`src/rtl/uart_stack_initiator.sv`:
```
// Stack-echo initiator: sends DEPTH pattern bytes, checks the reversed reply.
// Optional rx idle timeout is built when UART_STACK_INIT_TIMEOUT_EN is defined.
module uart_stack_initiator #(
  parameter int          PAYLOAD_BITS = 8,
  parameter int          DEPTH        = 64,
  parameter int          SKIP_FIRST   = 1,
  parameter int unsigned SEED         = 'h30
`ifdef UART_STACK_INIT_TIMEOUT_EN
  ,
  parameter int unsigned TIMEOUT_CYCLES = 5000000
`endif
) (
  input  logic                    clk,
  input  logic                    resetn,
  input  logic                    start,
  output logic                    busy,
  output logic                    done,
  output logic                    pass,
  output logic [7:0]              err_count,
  output logic [7:0]              first_err_idx,
`ifdef UART_STACK_INIT_TIMEOUT_EN
  output logic                    timeout,
`endif
  output logic                    uart_tx_en,
  output logic [PAYLOAD_BITS-1:0] uart_tx_data,
  input  logic                    uart_tx_busy,
  input  logic                    uart_rx_valid,
  input  logic [PAYLOAD_BITS-1:0] uart_rx_data,
  input  logic                    uart_rx_break
);

  localparam int IW = $clog2(DEPTH + 1);
  localparam int RW = $clog2(SKIP_FIRST + DEPTH + 1);

  typedef enum logic [2:0] {
    IDLE,
    SEND,
    HOLD,
    RECV,
    DONE
  } state_t;

  state_t                  state, state_n;
  logic [IW-1:0]           i, i_n;
  logic [RW-1:0]           r, r_n, j;
  logic [7:0]              err_n, fe_n;
  logic [PAYLOAD_BITS-1:0] data_n, exp_byte;
  logic                    tx_en_n;
  logic                    abort, abort_n;
  logic                    fail_n;

`ifdef UART_STACK_INIT_TIMEOUT_EN
  logic [31:0] idle_cnt, idle_n;
  logic        to_n;

  always_ff @(posedge clk or negedge resetn) begin
    if (!resetn) begin
      idle_cnt <= '0;
      timeout  <= 1'b0;
    end else begin
      idle_cnt <= idle_n;
      timeout  <= to_n;
    end
  end

  assign fail_n = abort_n | to_n;
`else
  assign fail_n = abort_n;
`endif

  always_ff @(posedge clk or negedge resetn) begin
    if (!resetn) begin
      state         <= IDLE;
      i             <= '0;
      r             <= '0;
      err_count     <= '0;
      first_err_idx <= 8'hFF;
      uart_tx_en    <= 1'b0;
      uart_tx_data  <= '0;
      abort         <= 1'b0;
      busy          <= 1'b0;
      done          <= 1'b0;
      pass          <= 1'b0;
    end else begin
      state         <= state_n;
      i             <= i_n;
      r             <= r_n;
      err_count     <= err_n;
      first_err_idx <= fe_n;
      uart_tx_en    <= tx_en_n;
      uart_tx_data  <= data_n;
      abort         <= abort_n;
      busy          <= (state_n == SEND) || (state_n == HOLD) ||
                       (state_n == RECV);
      done          <= (state_n == DONE);
      pass          <= (state_n == DONE) && (err_n == 8'd0) && !fail_n;
    end
  end

  always_comb begin
    state_n  = state;
    i_n      = i;
    r_n      = r;
    err_n    = err_count;
    fe_n     = first_err_idx;
    tx_en_n  = 1'b0;
    data_n   = uart_tx_data;
    abort_n  = abort;
    j        = r - RW'(SKIP_FIRST);
    exp_byte = PAYLOAD_BITS'(SEED + DEPTH - 1) - PAYLOAD_BITS'(j);
`ifdef UART_STACK_INIT_TIMEOUT_EN
    idle_n   = idle_cnt;
    to_n     = timeout;
`endif
    unique case (state)
      IDLE, DONE: begin
        if (start) begin
          state_n = SEND;
          i_n     = '0;
          r_n     = '0;
          err_n   = '0;
          fe_n    = 8'hFF;
          abort_n = 1'b0;
`ifdef UART_STACK_INIT_TIMEOUT_EN
          to_n    = 1'b0;
`endif
        end
      end
      SEND: begin
        if (uart_rx_valid && err_count != 8'hFF)
          err_n = err_count + 8'd1;
        if (!uart_tx_busy) begin
          tx_en_n = 1'b1;
          data_n  = PAYLOAD_BITS'(SEED) + PAYLOAD_BITS'(i);
          i_n     = i + IW'(1);
          state_n = HOLD;
        end
      end
      HOLD: begin
        if (uart_rx_valid && err_count != 8'hFF)
          err_n = err_count + 8'd1;
        // Wait for the core to take the byte so one request is never sent twice
        if (uart_tx_busy) begin
          state_n = (i == IW'(DEPTH)) ? RECV : SEND;
`ifdef UART_STACK_INIT_TIMEOUT_EN
          idle_n  = '0;
`endif
        end
      end
      RECV: begin
`ifdef UART_STACK_INIT_TIMEOUT_EN
        idle_n = idle_cnt + 32'd1;
        if (!uart_rx_valid && idle_cnt == TIMEOUT_CYCLES - 32'd1) begin
          state_n = DONE;
          to_n    = 1'b1;
        end
`endif
        if (uart_rx_valid) begin
          r_n = r + RW'(1);
`ifdef UART_STACK_INIT_TIMEOUT_EN
          idle_n = '0;
`endif
          if (r >= RW'(SKIP_FIRST)) begin
            if (uart_rx_data != exp_byte) begin
              if (err_count != 8'hFF)
                err_n = err_count + 8'd1;
              if (first_err_idx == 8'hFF)
                fe_n = 8'(j);
            end
            if (j == RW'(DEPTH - 1))
              state_n = DONE;
          end
        end
      end
      default: state_n = IDLE;
    endcase
    if (uart_rx_break &&
        (state == SEND || state == HOLD || state == RECV)) begin
      state_n = DONE;
      abort_n = 1'b1;
      tx_en_n = 1'b0;
    end
  end

endmodule

```
`config.mk`:
```
export PLATFORM = sky130hd
export DESIGN_NAME = uart_stack_initiator
export DESIGN_NICKNAME = d
export VERILOG_FILES = /design/src/rtl/uart_stack_initiator.sv
export SDC_FILE = /design/constraint.sdc
export NUM_CORES = 1
export LEC_CHECK = 0
export CAP_MARGIN = 15
export CORE_AREA = 2 2 79 81
export DETAILED_ROUTE_END_ITERATION = 10
export DIE_AREA = 0 0 81 83
export GPL_TIMING_DRIVEN = 1
export HOLD_SLACK_MARGIN = 0.08
export PLACE_DENSITY = 0.73
export SLEW_MARGIN = 20
export SYNTH_ARGS = -nofsm -noshare
export SYNTH_HDL_FRONTEND = slang
export SYNTH_SLANG_ARGS = --single-unit
```
`constraint.sdc`:
```
create_clock -name clk -period 7 [get_ports clk]
set_input_delay 1.4 -clock clk [delete_from_list [all_inputs] [get_ports clk]]
set_output_delay 1.4 -clock clk [all_outputs]
set_load 0.005 [all_outputs]
```
==> metrics.cfg <==
[power]
clkPwrFrac_pct = 18.0
power.switching_mw = 0.4627
ir_drop_mv = 0.1992
combPwrFrac_pct = 46.7
p_per_area_nw_per_um2 = 325.4
switching_share_pct = 41.53
leakagePower_nw = 1.482
p_int_mw = 0.6514
seqPwrFrac_pct = 35.4

[grt]
grt_pass1_vias = 2488
grt_max_degree = 47
grt_pass1_wl_mm = 11.84
grt_overflow = 0
antenna_found_initial = 0
grt_use_total_pct = 22.06

[die]
die_w_um = 81
die_y_um = 83
die_area_um2 = 6723
io-pin-count = 42
start_util_pct = 49.51
core_um2 = 5816
rows = 28

[route]
routed_wl_mm = 6.788
dr.pass1.iters = 5
drt-initial-drc-count = 173
vias_per_cell = 5.860
ant_nets = 0
dr_total_vias = 2561
drt-wirelength-per-cell_um = 15.53
drc = 0

[critical_path]
r2r_cells = 15
cp-end-kind = register
crit_top_cell = ha_1
cp.required_ns = 7.22
endpoint = pass
cp.arrival_ns = 4.01
crit_slowest_cell = dfrtp_1
slowest_delay_ns = 0.51
crit_fanout = 11
path_cells = inv_1, ha_1, or3b_4, nand2_1, nand2_1, ha_1, ha_1, xnor2_1, nand4_1, nor2_1, o211a_1, o21ai_0, a21o_1, or4_1, nor4b_2
r2r_slack_ns = 3.21
rr_startpoint = r[0]
critPathLaunchType = register
startpoint = r[0]
worst_r2r_endpoint = pass
crit_type = register to register

[clocking]
cts_setup_buffers = 0
cts_buffers = 5
clkSinkCount = 46
clockBufferDepth = 2
holdBufCountCts = 0
tritoncts = yes
clkTransAtPathRegs_ns = 0.09
cts_resized = 0
htreeDepth = 2
clkLatencyLatePin_ns = 0.30
cts_root_buffer = clkbuf_8

[timing]
hold_ws_ns = 0.4849
worst_pin_slew_ns = 0.9450
setup_tns_ns = 0
setup_violations = 0
period_share_pct = 54.13
finalHoldViolCount = 0
max-slew-margin-rel_pct = 37.00
rsz0062_at_grt = false
finClkSkew_ns = 0.005110
max_freq_mhz = 263.9
post-route-min-period_ns = 3.789
slew_viol_final = 0

[place]
hpwl_mm = 4.949
io_buffer_count = 41
place.gp.congestion = 0.9572

[cells_and_area]
drive_gt1_share_pct = 9.669
regArea_um2 = 1161
syn2layout_area_growth_pct = 18.90
fillers = 539
final_nets = 387
final_util_pct = 58.86
diodes = 0
multi_input_area_um2 = 1594

[synth]
synthCells = 328
synth_edf_count = 0
synth_area_per_cell_um2 = 8.777
ys_ff_latch = 46
synthesis.nets = 354
ys_warn_count = 0
seq_area_frac_synth_pct = 40.33
syn_area_um2 = 2879
synth_cell_types = 58
synth_ff_type = dfrtp_1
synth_async_sr_flop_share_pct = 100.0

[job]
cap_violations = 0

[min_path]
hold_class = register to register
worstHoldPathCells = 2

[run_status]
status = finished, final reports clean

layout make-up:
type | instances | area share [%]
multi-input combinational | 253 | 46.56
sequential | 46 | 33.92
tap | 75 | 2.741
inverter | 13 | 1.425
clock inverter | 2 | 1.096
timing repair buffer | 42 | 12.13
clock buffer | 6 | 2.120
registers in the layout, indices dropped and copies added (netlist names):
register       flops
first_err_idx      8
uart_tx_en         1
abort              1
busy               1
err_count          8
r                  7
pass               1
uart_tx_data       8
i                  7
done               1
state              3
critical path: cells and delay by family (launching register included):
family / cells / cell delay, ns
AO/OA/AOI/OAI: 3 / 0.60
XOR/XNOR: 1 / 0.15
adder cells (fa/ha/maj): 3 / 0.72
buffers and inverters: 1 / 0.13
flip-flops: 1 / 0.51
AND/OR/NAND/NOR: 7 / 1.58
metal layers:
metal / share of wire (%) / GRT usage [%] / vias to the layer above
met3: 6.7 / 5.217 / 13
met5: 0 / 0 / -
met1: 45 / 30.85 / 1214
met2: 47 / 33.96 / 99
li1: - / - / 1235
met4: 1.3 / 6.317 / 0
cells in the final DEF, fill, tap and decap left out, drive strengths merged, types with 6 or more instances in the layout:
cell type / synthesis / final
clkdlybuf4s50: 0 / 40
nand2: 39 / 39
dfrtp: 38 / 38
nor2: 35 / 35
o21ai: 24 / 24
a21oi: 20 / 20
inv: 13 / 13
xor2: 12 / 12
nand4: 12 / 12
ha: 12 / 12
a31oi: 11 / 11
nor3: 11 / 11
xnor2: 8 / 8
nand3: 8 / 8
dfstp: 8 / 8
clkbuf: 11 / 6
cells in the mapped netlist (2+ instances only):
cell type / n / share of area (%)
a31oi_1: 11 / 2.4
and3_1: 4 / 0.87
mux2i_1: 2 / 0.70
or4_1: 2 / 0.52
inv_1: 13 / 1.7
or2_2: 5 / 1.1
xor2_1: 12 / 3.7
nand2_1: 39 / 5.1
clkbuf_1: 11 / 1.4
a31o_2: 2 / 0.61
dfrtp_1: 38 / 33
or3_1: 5 / 1.1
xnor2_1: 8 / 2.4
o211ai_1: 2 / 0.52
a211oi_1: 2 / 0.52
and2_1: 2 / 0.43
nand3_1: 8 / 1.4
o211a_1: 2 / 0.70
o21ai_0: 23 / 4.0
o31ai_1: 2 / 0.52
nand2b_1: 2 / 0.43
nor4b_2: 2 / 1.0
ha_1: 12 / 5.2
nand4_1: 12 / 2.6
nor2_1: 35 / 4.6
nor2b_1: 2 / 0.43
dfstp_2: 8 / 7.3
a22oi_1: 2 / 0.52
buf_2: 3 / 0.52
nor3_1: 10 / 1.7
a21oi_1: 19 / 3.3
a21o_1: 2 / 0.52
cells by family (layout without fill, tap and decap cells):
logic type                 Yosys count  in the layout  share of synthesized area (%)
muxes                                2              2                         0.6954
xor gates and xnor gates            21             21                          6.867
DFF                                 46             46                          40.33
adders and majority gates           12             12                          5.215
buffers and inverters               29             63                          4.303
AOI/OAI and AO/OA                   81             81                          18.34
and+or+nand+nor                    137            137                          24.25
how the worst min path moves through the flow:
stage	slack, ns	from	end
floorplan	0.47	uart_tx_data[3]	uart_tx_data[3]
global placement	0.46	uart_tx_data[3]	uart_tx_data[3]
finish	0.48	uart_tx_data[0]	uart_tx_data[0]
CTS	0.49	uart_tx_data[3]	uart_tx_data[3]
global route	0.52	uart_tx_data[6]	uart_tx_data[6]
detailed placement	0.47	uart_tx_data[3]	uart_tx_data[3]
per-stage QoR:
step	area [um2]	power, mW	instances	setup WS [ns]
floorplan	2879	0.7328	328	3.469
global placement	3311	0.9038	429	3.135
detailed placement	3311	0.9103	429	3.106
CTS	3421	1.112	437	3.192
global route	3423	1.199	437	2.903
finish	3423	1.114	437	3.211
power by group through the flow:
stage,Clock (mW),Sequential [mW],Combinational [mW]
floorplan,0,0.365,0.368
global placement,0,0.397,0.507
detailed placement,0,0.399,0.512
CTS,0.203,0.393,0.516
global route,0.214,0.407,0.578
finish,0.200,0.394,0.520
(Power assumes the default switching activity.)
